==> src/rtl/program_mem_arbiter_pkg.sv <==
// Shared types and helpers for the program-memory read arbiter.
package program_mem_arb_pkg;

    typedef enum logic [1:0] {
        IDLE    = 2'd0,
        ISSUE   = 2'd1,
        RESPOND = 2'd2
    } arb_state_e;

    // Width of a grant index for n requesters (never below one bit).
    function automatic int unsigned grant_bits(input int unsigned n);
        return (n < 2) ? 1 : $clog2(n);
    endfunction

endpackage

==> src/rtl/program_mem_arbiter_rr_picker.sv <==
// Rotate-priority encoder: first set request at or after ptr, wrapping upward.
module rr_picker
    import program_mem_arb_pkg::*;
#(
    parameter  int unsigned N  = 4,
    localparam int unsigned GW = grant_bits(N)
) (
    input  logic [N-1:0]  req,
    input  logic [GW-1:0] ptr,
    output logic          any_req_c,
    output logic [GW-1:0] grant_c
);

    int idx;

    // Walk offsets from farthest to nearest so the nearest set bit wins.
    always_comb begin
        any_req_c = |req;
        grant_c   = '0;
        idx       = 0;
        for (int k = int'(N) - 1; k >= 0; k--) begin
            idx = int'(ptr) + k;
            if (idx >= int'(N)) begin
                idx = idx - int'(N);
            end
            if (req[idx]) begin
                grant_c = GW'(idx);
            end
        end
    end

endmodule

==> src/rtl/program_mem_arbiter.sv <==
// Round-robin arbiter sharing one program-memory read channel among NUM_CORES icaches.
module program_mem_arbiter
    import program_mem_arb_pkg::*;
#(
    parameter  int unsigned NUM_CORES             = 4,
    parameter  int unsigned PROGRAM_MEM_ADDR_BITS = 8,
    parameter  int unsigned PROGRAM_MEM_DATA_BITS = 16,
    localparam int unsigned GRANT_BITS            = grant_bits(NUM_CORES)
) (
    input  logic                                       clk,
    input  logic                                       reset,
    input  logic [NUM_CORES-1:0]                       core_read_valid,
    input  logic [NUM_CORES*PROGRAM_MEM_ADDR_BITS-1:0] core_read_address,
    output logic [NUM_CORES-1:0]                       core_read_ready,
    output logic [PROGRAM_MEM_DATA_BITS-1:0]           core_read_data,
    output logic                                       mem_read_valid,
    output logic [PROGRAM_MEM_ADDR_BITS-1:0]           mem_read_address,
    input  logic                                       mem_read_ready,
    input  logic [PROGRAM_MEM_DATA_BITS-1:0]           mem_read_data,
    output logic [GRANT_BITS-1:0]                      grant_id,
    output logic                                       busy
);

    localparam int unsigned A = PROGRAM_MEM_ADDR_BITS;
    localparam int unsigned D = PROGRAM_MEM_DATA_BITS;

    arb_state_e             state, state_n;
    logic [GRANT_BITS-1:0]  rr_ptr, rr_ptr_n;
    logic [GRANT_BITS-1:0]  grant_id_n;
    logic                   mem_read_valid_n;
    logic [A-1:0]           mem_read_address_n;
    logic [NUM_CORES-1:0]   core_read_ready_n;
    logic [D-1:0]           core_read_data_n;
    logic                   busy_n;

    logic                   any_req_c;
    logic [GRANT_BITS-1:0]  pick_c;
    logic [A-1:0]           addr_slices [NUM_CORES];

    for (genvar g = 0; g < int'(NUM_CORES); g++) begin : g_addr
        assign addr_slices[g] = core_read_address[g*A +: A];
    end

    rr_picker #(.N(NUM_CORES)) u_rr_picker (
        .req       (core_read_valid),
        .ptr       (rr_ptr),
        .any_req_c (any_req_c),
        .grant_c   (pick_c)
    );

    // Next-state and next-output logic; every register holds by default.
    always_comb begin
        state_n            = state;
        rr_ptr_n           = rr_ptr;
        grant_id_n         = grant_id;
        mem_read_valid_n   = mem_read_valid;
        mem_read_address_n = mem_read_address;
        core_read_ready_n  = core_read_ready;
        core_read_data_n   = core_read_data;

        case (state)
            IDLE: begin
                if (any_req_c) begin
                    grant_id_n         = pick_c;
                    mem_read_address_n = addr_slices[pick_c];
                    mem_read_valid_n   = 1'b1;
                    state_n            = ISSUE;
                end
            end
            ISSUE: begin
                if (mem_read_ready) begin
                    core_read_data_n  = mem_read_data;
                    mem_read_valid_n  = 1'b0;
                    core_read_ready_n = NUM_CORES'(1) << grant_id;
                    state_n           = RESPOND;
                end
            end
            RESPOND: begin
                core_read_ready_n = '0;
                rr_ptr_n          = (grant_id == GRANT_BITS'(NUM_CORES - 1))
                                    ? '0 : grant_id + GRANT_BITS'(1);
                state_n           = IDLE;
            end
            default: begin
                mem_read_valid_n  = 1'b0;
                core_read_ready_n = '0;
                state_n           = IDLE;
            end
        endcase

        busy_n = (state_n != IDLE);
    end

    // Single register bank; reset abandons any in-flight transaction.
    always_ff @(posedge clk or negedge reset) begin
        if (!reset) begin
            state            <= IDLE;
            rr_ptr           <= '0;
            grant_id         <= '0;
            mem_read_valid   <= 1'b0;
            mem_read_address <= '0;
            core_read_ready  <= '0;
            core_read_data   <= '0;
            busy             <= 1'b0;
        end else begin
            state            <= state_n;
            rr_ptr           <= rr_ptr_n;
            grant_id         <= grant_id_n;
            mem_read_valid   <= mem_read_valid_n;
            mem_read_address <= mem_read_address_n;
            core_read_ready  <= core_read_ready_n;
            core_read_data   <= core_read_data_n;
            busy             <= busy_n;
        end
    end

endmodule
==> config.mk <==
export PLATFORM = sky130hd
export DESIGN_NAME = program_mem_arbiter
export DESIGN_NICKNAME = d
export VERILOG_FILES = /design/src/rtl/program_mem_arbiter_pkg.sv /design/src/rtl/program_mem_arbiter_rr_picker.sv /design/src/rtl/program_mem_arbiter.sv
export SDC_FILE = /design/constraint.sdc
export NUM_CORES = 1
export LEC_CHECK = 0
export BUFFER_PORTS_ARGS = -buffer_cell sky130_fd_sc_hd__buf_2
export CAP_MARGIN = 15
export CORE_ASPECT_RATIO = 1.25
export CORE_UTILIZATION = 50
export CTS_BUF_LIST = sky130_fd_sc_hd__clkbuf_4 sky130_fd_sc_hd__clkbuf_8
export DETAILED_ROUTE_END_ITERATION = 8
export GPL_TIMING_DRIVEN = 0
export HOLD_SLACK_MARGIN = 0.15
export PLACE_DENSITY = 0.85
export SLEW_MARGIN = 20
export SYNTH_ARGS = -nofsm -noshare
export SYNTH_HDL_FRONTEND = slang
export SYNTH_SLANG_ARGS = --single-unit
==> constraint.sdc <==
create_clock -name clk -period 4.15 [get_ports clk]
set_clock_uncertainty 0.2 [all_clocks]
set_input_delay 0.6225 -clock clk [delete_from_list [all_inputs] [get_ports clk]]
set_output_delay 0.6225 -clock clk [all_outputs]
set_load 0.1 [all_outputs]
# Word-level counts from Yosys, hierarchy flattened
# Index checks and enable logic that the tools add are counted.
[op_classes]
n_bitwise = 3
shifts = 1
n_eq_ne = 5
muxes = 32
n_mul = 0
n_reduce_logical = 7
n_addsub = 8
div_mod_pow = 0
n_lt_le_gt_ge = 9
[op_table]
columns = ["operator", "n"]
rows = [
  ["< comparator 32 x 4 -> 1 bit (second input constant)", 4],
  ["two-way mux 32 bit", 4],
  [">= comparator 32 x 4 -> 1 bit (second input constant)", 3],
  ["subtractor 32 x 4 -> 32 bit (second input constant)", 3],
  ["binary-select mux 8 bit (select 2 bit)", 1],
  ["two-way mux 8 bit", 2],
  ["two-way mux 2 bit", 7],
  ["two-way mux 1 bit", 10],
  ["binary-select mux 1 bit (select 2 bit)", 4],
  ["case mux 4 bit (2 select lines)", 1],
  ["adder 2 x 2 -> 3 bit (second input constant)", 2],
  ["AND reduction 2 bit", 3],
  ["equality test 2 bit (second input constant)", 2],
  ["two-way mux 4 bit", 1],
  ["inequality test 2 bit (second input constant)", 2],
  ["case mux 2 bit (2 select lines)", 1],
  ["OR reduction 4 bit", 1],
  ["<< shifter 1 x 2 -> 4 bit (first input constant)", 1],
  ["subtractor 2 x 3 -> 4 bit (second input constant)", 1],
  ["adder 2 x 1 -> 3 bit (second input constant)", 1],
  [">= comparator 2 x 3 -> 1 bit (second input constant)", 1],
  [">= comparator 3 bit (second input constant)", 1],
  ["NOT 2 -> 3 bit", 1],
  ["case mux 1 bit (3 select lines)", 1],
  ["6 further kinds", 7],
]
[totals]
memories = 0
regBits = 36
output_inout_bits = 32
latchBits = 0
wordCells = 73
input_bits = 55
ram_bits = 0
romBits = 0

# Logic depth before layout (Yosys ltp)
# Gate-level depths: netlist (run 1).
[depth]
ltp_word = 14
ltp_mapped = 7
mapped_depth_nobuf = 5

# Hierarchy
# A second synthesis (run 1) with hierarchy kept.
[hier_totals]
hier_cells = 122
area_unflattened_um2 = 1754.2
[modules_own_cells]
columns = ["mod", "seq_area_each_um2", "cells_per_inst", "area_per_inst_um2", "n_inst"]
rows = [
  ["program_mem_arbiter", 900.9, 109, 1676.6, 1],
  ["rr_picker", 0.0, 13, 77.6, 1],
]

# Worst setup path before layout (run 1)
# Ideal clock, no wire load.
[synth_timing]
path_kind = "register to register"
startpoint = "register grant_id[0]"
endpoint = "register rr_ptr[1]"
t_required_ns = 3.825
path_stages_with_launch = 4
setup_time_ns = 0.125
synth_period_minus_slack_ns = 2.001
slack_ns = 2.149
n_path_buf = 0
arrival_time_ns = 1.676
cell_sequence = "dfrtp_1 > inv_1 > ha_1 > mux2_2"
[synth_between]
elab_chain_len = 2
elab_cells_between_ends = 3
classes_between = "add/sub: 1; eq/ne: 1; mux: 1"
[synth_lines]
columns = ["item", "line_no", "text"]
rows = [
  ["from (decl)", "program_mem_arbiter.sv:20", "output logic [GRANT_BITS-1:0] grant_id,"],
  ["from (signal assigned)", "program_mem_arbiter.sv:108", "grant_id <= grant_id_n;"],
  ["adder 2 x 1 -> 2 bit / equality test 2 bit (equally long branches)", "program_mem_arbiter.sv:81, program_mem_arbiter.sv:80", ""],
  ["two-way mux 2 bit *", "program_mem_arbiter.sv:81", "? '0 : grant_id + GRANT_BITS'(1);"],
  ["to (signal assigned)", "program_mem_arbiter.sv:107", "rr_ptr <= rr_ptr_n;"],
  ["to (decl)", "program_mem_arbiter.sv:28", "logic [GRANT_BITS-1:0] rr_ptr, rr_ptr_n;"],
]
# Every way passes the cells marked *; elsewhere a longest branch is shown, timed or not.
# A chain may end at the register's enable or synchronous reset.

# Worst setup path after layout (run 1)
[layout_timing]
startpoint = "register grant_id[0]"
endpoint = "output grant_id[0]"
# No word-level cell between the ends.

==> results_dict.tcl, run 1 <==
set metrics [dict create \
    start_util 0.528 \
    drcViolationCount 0 \
    cts_setup_buffers 0 \
    grt_pass1_vias 1381 \
    relSlewSlack 0.488 \
    std_cell_rows 23 \
    synth-edff-count 0 \
    ys_seq_area_frac 0.529 \
    max_freq_ghz 0.491 \
    critPathRequiredTime_ns 3.33 \
    synthMuxAreaShare 0.107 \
    antenna_left 0 \
    yosys_register_bits 36 \
    cp_max_fo 6 \
    critPathArrivalTime_ns 1.21 \
    drtIter0Drc 22 \
    cts_buffers 5 \
    vias 1543 \
    clock_path_buffers 2 \
    critPathLaunchType "register" \
    layout-drive-gt1-share 0.380 \
    hold_viol 0 \
    dpl_cell_area_um2 2170 \
    critical_path_buf_inv_count 1 \
    layout_min_cycle_time_ns 2.04 \
    post_drt_wl_per_cell_um 12.6 \
    drv_cap 0 \
    worstSkewPairLatency_ns 0.28 \
    grt_max_degree 37 \
    gp_congestion 0.696 \
    clk_pin_slew_ns 0.07 \
    drv_slew 0 \
    status "finished, final reports clean" \
    synth-compound-area-share 0.0882 \
    htree_levels 2 \
    period_share 0.491 \
    antenna_found_initial 0 \
    end_kind "output pin" \
    synth_top_family_by_area "simple AND/OR/NAND/NOR gates" \
    cpPeakStageDelay_ns 0.47 \
    synth_xor_area_frac 0 \
    layout.nets 325 \
    ctsHoldBuffers 0 \
    hold_class "in2async" \
    cts-root-buf "clkbuf_8" \
    cts.sinks 36 \
    ys_warn_count 0 \
    rsz0062_at_grt "no" \
    io_buffers 85 \
    synth_simple_gate_area_frac 0.198 \
    critPathKind "reg2out" \
    syn_to_final_growth_pct 33.4 \
    grt_pass1_wl_mm 5.96 \
    crit_slowest_cell "buf_2" \
    synth.distinct_cells 25 \
    cp_top_family "buffers and inverters" \
    path_cells "buf_2" \
    overflow 0 \
    syn_inst 174 \
    viasPerCell 5.09 \
    syn_area_um2 1700 \
    synth-main-ff-cell "dfrtp_1" \
    tns_ns 0 \
    drtPass1Iterations 4 \
    regToRegSetupSlack_ns 2.26 \
    utilization 0.704 \
    design_area_um2 2270 \
    wl_mm 3.82 \
    async_flop_share 1.00 \
    setup_viol 0 \
    io_pins 87 \
    synth.avg_cell_area_um2 9.78 \
    n_antenna_cell 0 \
    die-height_um 67.2 \
    die_area_um2 3640 \
    post_cts_resize_count 0 \
    die_x_um 54.2 \
    syn-num-nets 233 \
    grt_util_all_layers 0.231 \
    cts_tree "done" \
    hpwl_mm 2.85 \
    core_area_um2 3220 \
    worst_slew_pin_slew_ns 0.768 \
    synth_fa_ha_area_frac 0.0294 \
]
cells in the final DEF (no fill, tap or decap), drive strengths merged:
| master | n |
|---|---|
| inv | 3 |
| buf | 92 |
| a211o | 2 |
| o21bai | 1 |
| clkbuf | 9 |
| o21ai | 3 |
| o31ai | 1 |
| mux2 | 1 |
| nor2 | 3 |
| nand2 | 69 |
| mux2i | 17 |
| a21oi | 5 |
| or3 | 1 |
| o221ai | 8 |
| nand3b | 1 |
| a211oi | 1 |
| nor3b | 1 |
| ha | 4 |
| dfrtp | 36 |
| nand2b | 4 |
| nand3 | 4 |
per-layer routing:
metal  GRT usage  vias to the layer above  part of all wire
met2       0.377                       51              0.51
met3      0.0811                        8             0.066
met5           0                        -                 0
li1            -                      770                 -
met1       0.270                      714              0.41
met4      0.0994                        0             0.015
registers in the layout (all words and copies together), names as in the netlist:
register and count:
busy 1, core_read_data 16, core_read_ready 4, grant_id 2, mem_read_address 8, mem_read_valid 1, rr_ptr 2, state 2
through the flow:
| stage | worst slack, ns | cells | hold slack (ns) |
|---|---|---|---|
| after global placement | 1.98 | 296 | 0.252 |
| final | 2.11 | 303 | 0.207 |
| after CTS | 2.09 | 303 | 0.238 |
| after detailed placement | 1.96 | 296 | 0.258 |
| after global routing | 2.06 | 303 | 0.276 |
| after floorplan | 2.15 | 174 | 0.127 |
area by class of cell:
cell class              instances  area (um^2)
fillers                       267          953
flip-flops and latches         36          901
repair buffers                 85          425
inverters                       3         11.3
multi-input cells             126          718
plain buffers                   9         71.3
clock buffers                   7         96.3
well taps                      37         46.3
cells by family (layout without fill, tap and decap cells):
group,after synthesis,after routing
AO/OA/AOI/OAI,21,21
adder cells (fa/ha/maj),4,4
buffers and inverters,12,104
flip-flops,36,36
multiplexers,18,18
AND/OR/NAND/NOR,83,83
cell usage after synthesis (2+ instances only):
library cell	instances	area, um^2
nor2_1	3	11.3
ha_1	4	50.1
inv_1	2	7.51
clkbuf_1	2	7.51
buf_2	3	15.0
mux2i_1	17	170
o21ai_0	2	10.0
a21oi_1	5	25.0
nand3_1	4	20.0
a211o_1	2	17.5
nand2b_1	4	25.0
nand2_1	69	259
dfrtp_1	36	901
buf_6	3	33.8
o221ai_1	8	70.1
path summary, 6_finish.rpt:
kind,startpoint,to,cells after the start
setup / recovery,grant_id[0],grant_id[0],1
hold / removal,reset,core_read_data[14],1
setup reg to reg,state[1],mem_read_address[1],5
hold reg to reg,core_read_data[14],core_read_data[14],2
max in group asynchronous,reset,core_read_ready[0],1
min in group clk,core_read_data[14],core_read_data[14],2
Power of run 1 is not shown: default switching activity piles up to over one toggle a cycle in this logic, so the estimate is an artifact.
==> inputs of run 2 (changes only) <==
- CORE_UTILIZATION: 50 -> 47
- PLACE_DENSITY: 0.85 -> 0.8
- clock period: 4.15 -> 1.9 ns (I/O delays scaled with it)
==> results_dict.tcl, run 2 (synthesized netlist as in run 1, its figures left out) <==
set metrics [dict create \
    status "finished, final reports clean" \
    clock_path_buffers 2 \
    grt_pass1_vias 1986 \
    grt_pass1_wl_mm 8.49 \
    antenna_left 0 \
    largest_reg_flops 16 \
    cts-root-buf "clkbuf_8" \
    hold_viol 0 \
    multi_input_area_um2 778 \
    utilization 0.792 \
    mostFrequentLayoutCells "buf_2 (87), nand2_1 (69), dlygate4sd3_1 (43)" \
    rsz0062_at_grt "yes" \
    final_common_cell "buf_2" \
    viasPerCell 5.34 \
    hpwl_mm 2.85 \
    start_util 0.489 \
    hold_class "in2reg" \
    relSlewSlack 0.472 \
    cts_buffers 5 \
    clk_pin_slew_ns 0.07 \
    dp.cells 298 \
    std_cell_rows 24 \
    period_share 0.992 \
    fin_cells 349 \
    top_regs "core_read_data: 16 flops, mem_read_address: 8 flops, core_read_ready: 4 flops" \
    drv_slew 0 \
    critPathLaunchType "register" \
    cts.sinks 36 \
    worstSkewPairLatency_ns 0.29 \
    drtIter0Drc 94 \
    layout.nets 367 \
    layout-drive-gt1-share 0.362 \
    post_drt_wl_per_cell_um 16.4 \
    layout_min_cycle_time_ns 1.89 \
    area.sequential_um2 903 \
    antenna_found_initial 1 \
    gp_congestion 0.733 \
    core_area_um2 3480 \
    max_freq_ghz 0.530 \
    vias 1865 \
    cts_tree "done" \
    worst_slew_pin_slew_ns 0.791 \
    io_pins 87 \
    grt_max_degree 37 \
    die_area_um2 3870 \
    cp_max_fo 9 \
    wl_mm 5.74 \
    die-height_um 69.3 \
    critPathRequiredTime_ns 1.91 \
    setup_slack_ns 0.0144 \
    die_x_um 55.8 \
    drv_cap 0 \
    grt_util_all_layers 0.287 \
    critPathArrivalTime_ns 1.89 \
    syn_to_final_growth_pct 62.2 \
    drtPass1Iterations 4 \
    end_kind "register" \
    drcViolationCount 0 \
    io_buffers 85 \
    htree_levels 2 \
    place_ws_ns -0.0207 \
    critPathKind "reg2reg" \
    top_register "core_read_data" \
    overflow 0 \
    fillers 195 \
    setup_viol 0 \
]
run 2: cell types whose count changed in the layout (fill, tap and decap cells not counted), sizes merged:
cell	before	now
dlygate4sd3	0	43
diode	0	1
buf	92	91
clkinv	0	2
clkbuf	9	8
run 2: path summary, 6_finish.rpt:
| check | start | endpoint | slack (ns) | depth (start not counted) |
|---|---|---|---|---|
| setup / recovery | state[1] | mem_read_address[7] | 0.01 | 5 |
| hold / removal | core_read_address[3] | mem_read_address[3] | 0.15 | 3 |
| setup reg to reg | state[1] | mem_read_address[7] | 0.01 | 5 |
| hold reg to reg | core_read_data[14] | core_read_data[14] | 0.27 | 2 |
| max in group asynchronous | reset | grant_id[1] | 0.48 | 2 |
| min in group asynchronous | reset | core_read_data[13] | 0.47 | 2 |
run 2: what timing repair did:
item | in CTS | in global routing
setup endpoints to repair | 3 | 8
pin swaps | 0 | 1
setup buffers | 1 | 0
hold buffers | 43 | 0
hold endpoints to repair | 59 | 0
resized for setup | 0 | 12
run 2: per-layer routing:
layer  track usage  wire length (um)
met5             0                 0
met4         0.209               315
met3        0.0690               370
met2         0.507              3010
met1         0.289              2050
run 2: layout make-up:
| cell class | count | share of cell area |
|---|---|---|
| antenna | 1 | 0.000907 |
| buffer | 7 | 0.0218 |
| clock buffer | 6 | 0.0299 |
| clock inverter | 2 | 0.00363 |
| inverter | 3 | 0.00408 |
| multi-input combinational | 126 | 0.282 |
| sequential | 36 | 0.327 |
| tap | 39 | 0.0177 |
| timing repair buffer | 129 | 0.313 |
run 2: critical path, stage by stage (launching register included):
cell and delay [ns]:
dfrtp_1 0.37, buf_6 0.14, a211o_4 0.34, or3_1 0.38, buf_6 0.16, o221ai_2 0.19
run 2: stage by stage:
step           cell area, um^2  hold WS (ns)  setup TNS, ns
6_report                  2760         0.152              0
5_1_grt                   2760         0.160         -0.131
4_1_cts                   2690         0.151              0
3_5_place_dp              2180         0.211        -0.0207
3_3_place_gp              2180         0.212              0
2_1_floorplan             1700        -0.211              0
Power of run 2 is left out for the same reason.
